$ cat config.mk
export PLATFORM = sky130hd
export DESIGN_NAME = seg7_scan_driver
export DESIGN_NICKNAME = d
export VERILOG_FILES = /design/src/rtl/seg7_scan_driver.sv
export SDC_FILE = /design/constraint.sdc
export NUM_CORES = 1
export LEC_CHECK = 0
export BUFFER_PORTS_ARGS = -buffer_cell sky130_fd_sc_hd__buf_2
export CORE_UTILIZATION = 35
export CTS_CLUSTER_DIAMETER = 80
export CTS_CLUSTER_SIZE = 10
export DETAILED_ROUTE_END_ITERATION = 7
export PLACE_DENSITY = 0.61
export SLEW_MARGIN = 10
export SYNTH_ARGS = -nofsm -noshare
export SYNTH_HDL_FRONTEND = slang
export SYNTH_SLANG_ARGS = --single-unit
$ cat constraint.sdc
create_clock -name clk -period 2.4 [get_ports clk]
set_input_delay 0.72 -clock clk [delete_from_list [all_inputs] [get_ports clk]]
set_output_delay 0.72 -clock clk [all_outputs]
set_load 0.02 [all_outputs]
$ cat src/rtl/seg7_scan_driver.sv
// Multiplexed seven-segment scanner: tear-free frame latch, per-digit blanking gap, active-low outputs.
// Optional leading-zero blanking is enabled by defining SEG7_LZB_EN.
module seg7_scan_driver #(
    parameter int CLK_HZ     = 50000000,
    parameter int SCAN_HZ    = 1000,
    parameter int NUM_DIGITS = 4,
    parameter int BLANK_CYC  = 16
) (
    input  logic                    clk,
    input  logic                    rst,
    input  logic [4*NUM_DIGITS-1:0] value,
    input  logic                    load,
    output logic [6:0]              seg,
    output logic [NUM_DIGITS-1:0]   dig_n,
    output logic                    frame
);

    localparam int DIV = CLK_HZ / (SCAN_HZ * NUM_DIGITS);
    localparam int PW  = $clog2(DIV);
    localparam int IW  = $clog2(NUM_DIGITS);

    logic [PW-1:0]           r_pcnt;
    logic [IW-1:0]           r_idx;
    logic [4*NUM_DIGITS-1:0] r_shadow;
    logic [4*NUM_DIGITS-1:0] r_active;
    logic [6:0]              r_seg;
    logic [NUM_DIGITS-1:0]   r_dig_n;
    logic                    r_frame;

    logic                    w_slot_end;
    logic                    w_boundary;
    logic                    w_blank;
    logic [3:0]              w_nib [NUM_DIGITS];
    logic [NUM_DIGITS-1:0]   w_lzb;
    logic [NUM_DIGITS-1:0]   w_dig_n_next;

    assign w_slot_end = (r_pcnt == PW'(DIV - 1));
    assign w_boundary = w_slot_end && (r_idx == IW'(NUM_DIGITS - 1));
    assign w_blank    = (r_pcnt < PW'(BLANK_CYC));

    genvar gi;
    generate
        for (gi = 0; gi < NUM_DIGITS; gi++) begin : g_nib
            assign w_nib[gi] = r_active[4*gi +: 4];
        end
    endgenerate

`ifdef SEG7_LZB_EN
    // w_zero_from[k] is set when nibbles k..NUM_DIGITS-1 are all zero
    logic [NUM_DIGITS:0] w_zero_from;
    assign w_zero_from[NUM_DIGITS] = 1'b1;
    assign w_lzb[0]                = 1'b0;
    generate
        for (gi = 0; gi < NUM_DIGITS; gi++) begin : g_zero
            assign w_zero_from[gi] = (w_nib[gi] == 4'h0) && w_zero_from[gi+1];
        end
        for (gi = 1; gi < NUM_DIGITS; gi++) begin : g_lzb
            assign w_lzb[gi] = w_zero_from[gi];
        end
    endgenerate
`else
    assign w_lzb = '0;
`endif

    generate
        for (gi = 0; gi < NUM_DIGITS; gi++) begin : g_dig
            assign w_dig_n_next[gi] = w_blank || w_lzb[gi] || (r_idx != IW'(gi));
        end
    endgenerate

    function automatic logic [6:0] seg7_decode(input logic [3:0] nib);
        logic [6:0] s;
        case (nib)
            4'h0: s = 7'b1000000;
            4'h1: s = 7'b1111001;
            4'h2: s = 7'b0100100;
            4'h3: s = 7'b0110000;
            4'h4: s = 7'b0011001;
            4'h5: s = 7'b0010010;
            4'h6: s = 7'b0000010;
            4'h7: s = 7'b1111000;
            4'h8: s = 7'b0000000;
            4'h9: s = 7'b0010000;
            4'hA: s = 7'b0001000;
            4'hB: s = 7'b0000011;
            4'hC: s = 7'b1000110;
            4'hD: s = 7'b0100001;
            4'hE: s = 7'b0000110;
            default: s = 7'b0001110;
        endcase
        return s;
    endfunction

    always_ff @(posedge clk) begin
        if (rst) begin
            r_pcnt   <= '0;
            r_idx    <= '0;
            r_shadow <= '0;
            r_active <= '0;
            r_seg    <= 7'h7F;
            r_dig_n  <= '1;
            r_frame  <= 1'b0;
        end else begin
            r_pcnt <= w_slot_end ? '0 : r_pcnt + 1'b1;
            if (w_slot_end) begin
                r_idx <= (r_idx == IW'(NUM_DIGITS - 1)) ? '0 : r_idx + 1'b1;
            end
            if (load) begin
                r_shadow <= value;
            end
            // A load landing on the boundary bypasses the shadow so it is not lost for a frame
            if (w_boundary) begin
                r_active <= load ? value : r_shadow;
            end
            r_seg   <= seg7_decode(w_nib[r_idx]);
            r_dig_n <= w_dig_n_next;
            r_frame <= w_boundary;
        end
    end

    assign seg   = r_seg;
    assign dig_n = r_dig_n;
    assign frame = r_frame;

endmodule

==> results.tsv, run 1 <==
metric	value	unit
status	finished, final reports clean	
Critical Path Sink Type	flop	
DP Area	2730	µm²
synth unique cells	37	
Yosys reg bits	60	
RSZ-0062 raised after global routing	false	
minimum clock period	2.11	ns
clock sinks	60	
effective utilization at floorplan	0.366	
met1 Track Usage GR	0.154	
Place WS	0.294	ns
LEAKAGE	1.12	nW
largest net degree at the start of global routing	17	
Setup Skew	0.00817	ns
Synth top cells by count	dfxtp_1, nor2_1, mux2i_1, nand2_1	
clk_lat worst skew	0.33	ns
Finished Layout Cells	362	
hold buffer count at CTS	0	
busiest grt layer	met2	
Post-route DRC	0	
Sum Neg Setup Slack	0	ns
Initial DRC Count	54	
top cells by area, synth	dfxtp_1, mux2i_1, ha_1, nor2_1, o2bb2ai_2	
Least-Margin Pin Slew	0.946	ns
reg-to-reg setup timing slack	0.29	ns
layout cells sized above 1	0.244	
number of diodes	0	
Root Driver	clkbuf_8	
Hold Path Depth	1	
setup violators final	0	
Post-Place Cells	349	
worst r2r path cells	5	
Top FF cell, synth	dfxtp_1	
CTS buffer count	9	
FF-to-FF Start	r_idx[1]	
H-Tree Level Count	3	
GP Congestion	0.801	
Critical Path RT	2.61	ns
initial antenna violation count	0	
yosys warns	0	
Final ANT Viol Nets	0	
Worst slew margin	0.369	
cell chain of the critical path	mux4_2 > ha_1 > or3b_2 > o221ai_1 > nand2_1	
hpwl dp	3110	µm
vias	1688	
max_cap viols	0	
Clock transition at path regs	0.06	ns
crit path kind	reg -> reg	
Tightest Hold Check Type	reg -> reg	
Syn Inst Count	232	
worst setup path startpoint	r_idx[1]	
buffers added on ports	30	
core area	6830	µm²
Syn-to-layout area delta	16.9	%
Critical Path AT	2.32	ns
max incr delay on CP	0.61	ns
FP Rows	30	
GR Overflow Total	0	
area leader, netlist	dfxtp_1	
drt first pass iters	4	
Synth top area share	0.481	
final design area excluding fillers	2920	µm²
CP startpoint kind	flop	
Slowest cell on crit path	mux4_2	
final WL	4420	µm
PwrDens	703	nW/µm²
EDFF count, synth	0	
WL per Instance	12.2	µm
Syn Area/Cell	10.8	µm²
setup ws final	0.292	ns
max-slew violations	0	
sequential area share after synthesis	0.481	
vias in the first global route	1626	
CTS max path bufs	2	
Die X-Extent	86.5	µm
f_max	474	MHz
Layout Nets	294	
first-pass GRT wire length	7400	µm
setup bufs post-CTS	0	
endpoints failing hold	0	
Die ar.	7480	µm²
die height	86.5	µm
Hold Crit Start	r_pcnt[0]	
Cell Area, Synth	2500	µm²
vias per cell	4.66	
Post-CTS Resized	0	
met2 global-route usage	0.208	
post-route clock period utilization	0.878	
FFs w/ async S/R, synth	0	
count leader, synth	dfxtp_1	
CTS tree	done	
syn_nets	262	
Max IR drop VDD	0.291	mV
gr usage total	0.131	
Global Route met3 Usage	0.0467	
IO Pins	31	
Crit Path Max Fanout	8	
-- final cells by class --
| class | instances | area [µm²] |
|---|---|---|
| Clock inverter | 3 | 65.1 |
| Sequential cell | 60 | 1200 |
| Timing Repair Buffer | 32 | 165 |
| Multi-Input combinational cell | 152 | 1210 |
| Fill cell | 683 | 3910 |
| Inverter | 9 | 33.8 |
| Tap cell | 96 | 120 |
| Clock buffer | 10 | 128 |
-- cell families (layout without fill, tap and decap cells) --
logic type | count (synthesis) | after routing | synth area share
mux | 25 | 25 | 0.121
simple gates | 75 | 75 | 0.147
flops | 60 | 60 | 0.481
compound gates | 27 | 27 | 0.112
fa+ha+maj | 11 | 11 | 0.0551
xor+xnor | 14 | 14 | 0.0491
buf+inv | 20 | 54 | 0.0356
-- registers in the layout, summed over array words and instances, names as in the netlist --
signal / cells
r_idx: 2
frame: 1
dig_n: 4
r_pcnt: 14
r_active: 16
seg: 7
r_shadow: 16
-- cells in the final DEF (no fill, tap or decap), types with 3 or more instances in the layout --
cell / synthesis / routed
dfxtp_1: 60 / 60
nor2_1: 36 / 36
buf_2: 2 / 30
mux2i_1: 19 / 19
nand2_1: 13 / 13
xnor2_1: 11 / 11
ha_1: 11 / 11
o2bb2ai_2: 9 / 9
clkbuf_8: 0 / 9
inv_1: 8 / 8
nand3_1: 6 / 6
nor4_1: 5 / 5
o2bb2ai_1: 5 / 5
mux4_2: 4 / 4
nor3_1: 4 / 4
xor2_1: 3 / 3
-- critical path, delay by kind of cell (launching register included) --
kind,cells,cell delay (ns)
mux,1,0.61
simple gates,2,0.53
flops,1,0.51
fa+ha+maj,1,0.27
compound gates,1,0.08
-- metal layers --
metal | up-vias | share of wire
met4 | 0 | 0.018
li1 | 878 | -
met3 | 7 | 0.042
met5 | - | 0
met1 | 774 | 0.49
met2 | 29 | 0.45
-- worst paths after layout --
check | end
worst max-delay path | seg[0]
worst min-delay path | r_pcnt[0]
worst max register to register | seg[0]
worst min register to register | r_pcnt[0]
-- report_power, final --
part | internal, W | switching (W) | total (W) | leakage (nW)
registers | 0.00102 | 0.00000810 | 0.00103 | 0.490
clock network | 0.000566 | 0.000360 | 0.000926 | 0.0981
logic | 0.0000389 | 0.0000585 | 0.0000974 | 0.535
total | 0.00163 | 0.000427 | 0.00205 | 1.12
-- through the flow --
stage	utilization	power (W)	hold WS (ns)
detailed placement	0.399	0.00115	0.440
finish	0.428	0.00205	0.447
global placement	0.399	0.00115	0.433
global route	0.428	0.00213	0.475
CTS	0.428	0.00208	0.452
floorplan	-	0.00112	0.417
No activity file was read; power rests on OpenSTA's default activity.
==> run 2: changes to the inputs <==
--- a/config.mk
+++ b/config.mk
@@ -6,6 +6,7 @@
 export NUM_CORES = 1
 export LEC_CHECK = 0
 export BUFFER_PORTS_ARGS = -buffer_cell sky130_fd_sc_hd__buf_2
+export CORE_MARGIN = 2
 export CORE_UTILIZATION = 35
 export CTS_CLUSTER_DIAMETER = 80
 export CTS_CLUSTER_SIZE = 10
==> run 2 against run 1 <==
Net effect:
- count of clock-buffer cells in the layout is the same
- register-to-register slack worse by 0.06 ns
- cell count grew 1.4%
- first-iteration DRC count shrank 3.7%
- clock skew up 0.0022 ns
- via count rose by 1.9%
- worst setup slack got worse by 0.059 ns
- wire length grew 2.1%
- critical path depth unchanged
- clock power increased by 21%
- sequential cell count is the same
- fmax fell by 2.7%
- critical path type unchanged
- critical endpoint unchanged
==> results.tsv, run 2 (synthesis results as in run 1) <==
metric	value	unit	change
first-pass GRT wire length	8110	µm	was 7400 µm
Root Driver	clkbuf_8		unchanged
largest registers	r_active (16), r_shadow (16), r_pcnt (14)		unchanged
setup bufs post-CTS	0		unchanged
Slowest cell on crit path	mux4_2		unchanged
GP Congestion	0.784		was 0.801
Critical Path Sink Type	flop		unchanged
hpwl dp	3150	µm	was 3110 µm
commonest cells after routing, fill and taps aside	dfxtp_1, nor2_1, buf_2, mux2i_1, nand2_1		unchanged
max-slew violations	0		unchanged
Die ar.	7830	µm²	was 7480 µm²
vias	1720		was 1688
Max IR drop VDD	0.302	mV	was 0.291 mV
Tightest Hold Check Type	reg -> reg		unchanged
die height	88.5	µm	was 86.5 µm
crit path kind	reg -> reg		unchanged
drt first pass iters	4		unchanged
commonest non-fill, non-tap cell in the layout	dfxtp_1		unchanged
Setup Skew	0.0103	ns	was 0.00817 ns
PwrDens	750	nW/µm²	was 703 nW/µm²
Die X-Extent	88.5	µm	was 86.5 µm
RSZ-0062 raised after global routing	false		unchanged
Critical Path RT	2.62	ns	was 2.61 ns
CTS tree	done		unchanged
Final ANT Viol Nets	0		unchanged
vias in the first global route	1771		was 1626
vias per cell	4.69		was 4.66
initial antenna violation count	0		unchanged
max incr delay on CP	0.62	ns	was 0.61 ns
GR Overflow Total	0		unchanged
number of diodes	0		unchanged
H-Tree Level Count	3		unchanged
Syn-to-layout area delta	19.8	%	was 16.9%
final WL	4520	µm	was 4420 µm
CP startpoint kind	flop		unchanged
Final Power	0.00224	W	was 0.00205 W
Post-route DRC	0		unchanged
max_cap viols	0		unchanged
Crit Path Max Fanout	8		unchanged
buffers added on ports	30		unchanged
setup violators final	0		unchanged
clock sinks	60		unchanged
CTS max path bufs	2		unchanged
status	finished, final reports clean		unchanged
IO Pins	31		unchanged
f_max	461	MHz	was 474 MHz
endpoints failing hold	0		unchanged
FP Rows	30		unchanged
clk_lat worst skew	0.34	ns	was 0.33 ns
hold buffer count at CTS	0		unchanged
Sum Neg Setup Slack	0	ns	unchanged
Post-CTS Resized	0		unchanged
effective utilization at floorplan	0.364		was 0.366
Worst slew margin	0.411		was 0.369
core area	6870	µm²	was 6830 µm²
CTS buffer count	9		unchanged
WL per Instance	12.3	µm	was 12.2 µm
LEAKAGE	1.16	nW	was 1.12 nW
Clock transition at path regs	0.07	ns	was 0.06 ns
Layout Nets	296		was 294
Least-Margin Pin Slew	0.883	ns	was 0.946 ns
largest net degree at the start of global routing	20		was 17
minimum clock period	2.17	ns	was 2.11 ns
Initial DRC Count	52		was 54
cell chain of the critical path	mux4_2 > ha_1 > or3b_2 > o221ai_1 > nand2_1		unchanged
post-route clock period utilization	0.903		was 0.878
gr usage total	0.136		was 0.131
Critical Path AT	2.39	ns	was 2.32 ns
layout cells sized above 1	0.262		was 0.244
run 2: cell count changes in the layout (fill, tap and decap cells not counted), sizes merged:
cell	delta
buf	+2
bufinv	+1
clkinv	+1
clkinvlp	+1
run 2: final cells by class:
class / instances / area (µm²)
repair buffers: 34 / 180
inverters: 9 / 33.8
multi-input cells: 152 / 1210
well taps: 96 / 120
clock inverters: 6 / 111
flip-flops and latches: 60 / 1200
fillers: 661 / 3880
clock buffers: 10 / 138
run 2: routing by layer:
layer  global-route usage  part of all wire  vias up
met5                    0                 0        -
met4               0.0620             0.010        0
met3               0.0494             0.049        5
met2                0.217              0.47       34
met1                0.163              0.47      805
li1                     -                 -      876
run 2: metrics by stage:
stage	worst slack, ns	std cells	instance area, µm²	hold slack, ns	utilization
6_report	0.232	367	2990	0.454	0.436
5_1_grt	0.128	367	2990	0.468	0.436
4_1_cts	0.238	367	2990	0.453	0.436
3_5_place_dp	0.248	351	2740	0.436	0.399
3_3_place_gp	0.305	351	2740	0.431	0.399
2_1_floorplan	0.387	232	2500	0.417	-
run 2: worst max-delay path, delay by kind of cell (launching register included):
kind | cells | cell delay (ns)
adders and majority gates | 1 | 0.27
AOI/OAI and AO/OA | 1 | 0.09
muxes | 1 | 0.62
and+or+nand+nor | 2 | 0.54
DFF | 1 | 0.53
run 2: final timing paths:
check                           startpoint   endpoint  slack [ns]  cells past startpoint
worst max-delay path              r_idx[1]     seg[0]        0.23                      5
worst min-delay path             r_pcnt[0]  r_pcnt[0]        0.45                      1
worst max register to register    r_idx[1]     seg[0]        0.23                      5
worst min register to register   r_pcnt[0]  r_pcnt[0]        0.45                      1
run 2: power breakdown:
part / internal, W / switching, W
Sequential: 0.00102 / 0.00000771
Combinational: 0.0000410 / 0.0000591
Clock: 0.000717 / 0.000398
Total: 0.00178 / 0.000465
==> run 3: changes to the inputs <==
--- a/config.mk
+++ b/config.mk
@@ -6,12 +6,14 @@
 export NUM_CORES = 1
 export LEC_CHECK = 0
 export BUFFER_PORTS_ARGS = -buffer_cell sky130_fd_sc_hd__buf_2
-export CORE_MARGIN = 2
+export CELL_PAD_IN_SITES_DETAIL_PLACEMENT = 2
+export CELL_PAD_IN_SITES_GLOBAL_PLACEMENT = 2
+export CORE_MARGIN = 10
 export CORE_UTILIZATION = 35
 export CTS_CLUSTER_DIAMETER = 80
 export CTS_CLUSTER_SIZE = 10
 export DETAILED_ROUTE_END_ITERATION = 7
-export PLACE_DENSITY = 0.61
+export PLACE_DENSITY = 0.82
 export SLEW_MARGIN = 10
 export SYNTH_ARGS = -nofsm -noshare
 export SYNTH_HDL_FRONTEND = slang
==> run 3 against run 2 <==
Net effect:
- cell count shrank 0.27%
- register-to-register slack got worse by 0.06 ns
- via count grew 6.5%
- sequential share of layout area up 0.29 points
- combinational power is 6% higher
- fmax decreased by 2.6%
- count of clock-buffer cells in the layout up 2
- design area fell by 0.71%
- die area grew 39%
- first-iteration DRC count increased by 60%
- global-route usage decreased by 1.0 points
==> results.tsv, run 3 (synthesis results as in run 1) <==
metric	value	unit	change
status	finished, final reports clean		unchanged
Post-route DRC	0		unchanged
first-pass GRT wire length	11000	µm	was 8110 µm
Post-CTS Resized	0		unchanged
core area	6870	µm²	unchanged
minimum clock period	2.22	ns	was 2.17 ns
Setup Skew	0.00606	ns	was 0.0103 ns
commonest cells after routing, fill and taps aside	dfxtp_1, nor2_1, buf_2, mux2i_1, nand2_1		unchanged
number of diodes	0		unchanged
effective utilization at floorplan	0.364		unchanged
final design area excluding fillers	2970	µm²	was 2990 µm²
GR Overflow Total	0		unchanged
max_cap viols	0		unchanged
post-route clock period utilization	0.927		was 0.903
Layout Nets	295		was 296
Least-Margin Pin Slew	0.969	ns	was 0.883 ns
largest net degree at the start of global routing	17		was 20
Clock transition at path regs	0.07	ns	about the same
commonest non-fill, non-tap cell in the layout	dfxtp_1		unchanged
Worst Setup EP	seg[0]		unchanged
final WL	6400	µm	was 4520 µm
Critical Path AT	2.44	ns	was 2.39 ns
reg-to-reg setup timing slack	0.18	ns	was 0.23 ns
setup violators final	0		unchanged
gr usage total	0.125		was 0.136
Final Power	0.00220	W	was 0.00224 W
vias in the first global route	2081		was 1771
FP Rows	30		unchanged
CP startpoint kind	flop		unchanged
hpwl dp	4350	µm	was 3150 µm
DP Area	2740	µm²	about the same
WL per Instance	17.5	µm	was 12.3 µm
Hold Crit Start	r_pcnt[0]		unchanged
initial antenna violation count	0		unchanged
die height	104	µm	was 88.5 µm
cell chain of the critical path	mux4_2 > ha_1 > or3b_2 > o221ai_1 > nand2_1		unchanged
Slowest cell on crit path	mux4_2		unchanged
Max IR drop VDD	0.281	mV	was 0.302 mV
RSZ-0062 raised after global routing	false		unchanged
clk_lat worst skew	0.34	ns	about the same
Die X-Extent	104	µm	was 88.5 µm
Initial DRC Count	83		was 52
Syn-to-layout area delta	18.9	%	was 19.8%
worst setup path startpoint	r_idx[1]		unchanged
Die ar.	10900	µm²	was 7830 µm²
vias	1831		was 1720
CTS tree	done		unchanged
Crit Path Max Fanout	8		unchanged
Tightest Hold Check Type	reg -> reg		unchanged
worst r2r path cells	5		unchanged
max-slew violations	0		unchanged
H-Tree Level Count	3		unchanged
GP Congestion	0.748		was 0.784
vias per cell	5.00		was 4.69
setup bufs post-CTS	0		unchanged
IO Pins	31		unchanged
crit path kind	reg -> reg		unchanged
CTS max path bufs	2		unchanged
hold buffer count at CTS	0		unchanged
largest registers	r_active (16), r_shadow (16), r_pcnt (14)		unchanged
FF-to-FF Start	r_idx[1]		unchanged
Root Driver	clkbuf_8		unchanged
Sum Neg Setup Slack	0	ns	unchanged
fill cell count	742		was 661
clock sinks	60		unchanged
RR Endpoint	seg[0]		unchanged
f_max	450	MHz	was 461 MHz
LEAKAGE	1.15	nW	was 1.16 nW
Worst slew margin	0.354		was 0.411
Critical Path Sink Type	flop		unchanged
layout cells sized above 1	0.259		was 0.262
PwrDens	740	nW/µm²	was 750 nW/µm²
drt first pass iters	4		unchanged
Critical Path RT	2.61	ns	was 2.62 ns
CTS buffer count	9		unchanged
buffers added on ports	30		unchanged
Final ANT Viol Nets	0		unchanged
endpoints failing hold	0		unchanged
max incr delay on CP	0.62	ns	about the same
[run 3: power by group]
part	switching, W	internal (W)	total (W)
Combinational	0.0000656	0.0000402	0.000106
Clock	0.000396	0.000666	0.00106
Sequential	0.00000900	0.00102	0.00103
[run 3: worst max-delay path: cells and delay by family (launching register included)]
kind | cells | cell delay (ns)
muxes | 1 | 0.62
DFF | 1 | 0.52
AOI/OAI and AO/OA | 1 | 0.10
adders and majority gates | 1 | 0.26
and+or+nand+nor | 2 | 0.59
[run 3: per-stage QoR]
stage | setup WS [ns] | hold slack, ns | util | cells
floorplan | 0.387 | 0.417 | - | 232
global placement | 0.302 | 0.430 | 0.398 | 350
detailed placement | 0.220 | 0.452 | 0.398 | 350
CTS | 0.167 | 0.467 | 0.433 | 366
global route | 0.0647 | 0.483 | 0.433 | 366
finish | 0.176 | 0.457 | 0.433 | 366
[run 3: how the worst min path moves through the flow]
stage                           end  slack [ns]  depth (start not counted)
after floorplan           r_pcnt[0]        0.42                          1
after global placement    r_pcnt[0]        0.43                          1
after detailed placement  r_pcnt[0]        0.45                          1
after CTS                 r_pcnt[0]        0.47                          1
after global routing      r_pcnt[0]        0.48                          1
final                     r_pcnt[0]        0.46                          1
[run 3: per-layer routing]
metal,up-vias,wire [µm],part of all wire,track usage
li1,876,-,-,-
met1,918,2840,0.44,0.144
met2,29,3220,0.50,0.205
met3,8,240,0.038,0.0421
met4,0,93,0.015,0.0567
met5,-,0,0,0
[run 3: final cells by class]
cell class                 instances  area [µm²]  area share
timing repair buffer              33         173      0.0581
inverter                           9        33.8      0.0114
tap                               96         120      0.0404
sequential                        60        1200       0.404
clock buffer                      12         165      0.0556
multi-input combinational        152        1210       0.407
clock inverter                     4        70.1      0.0236
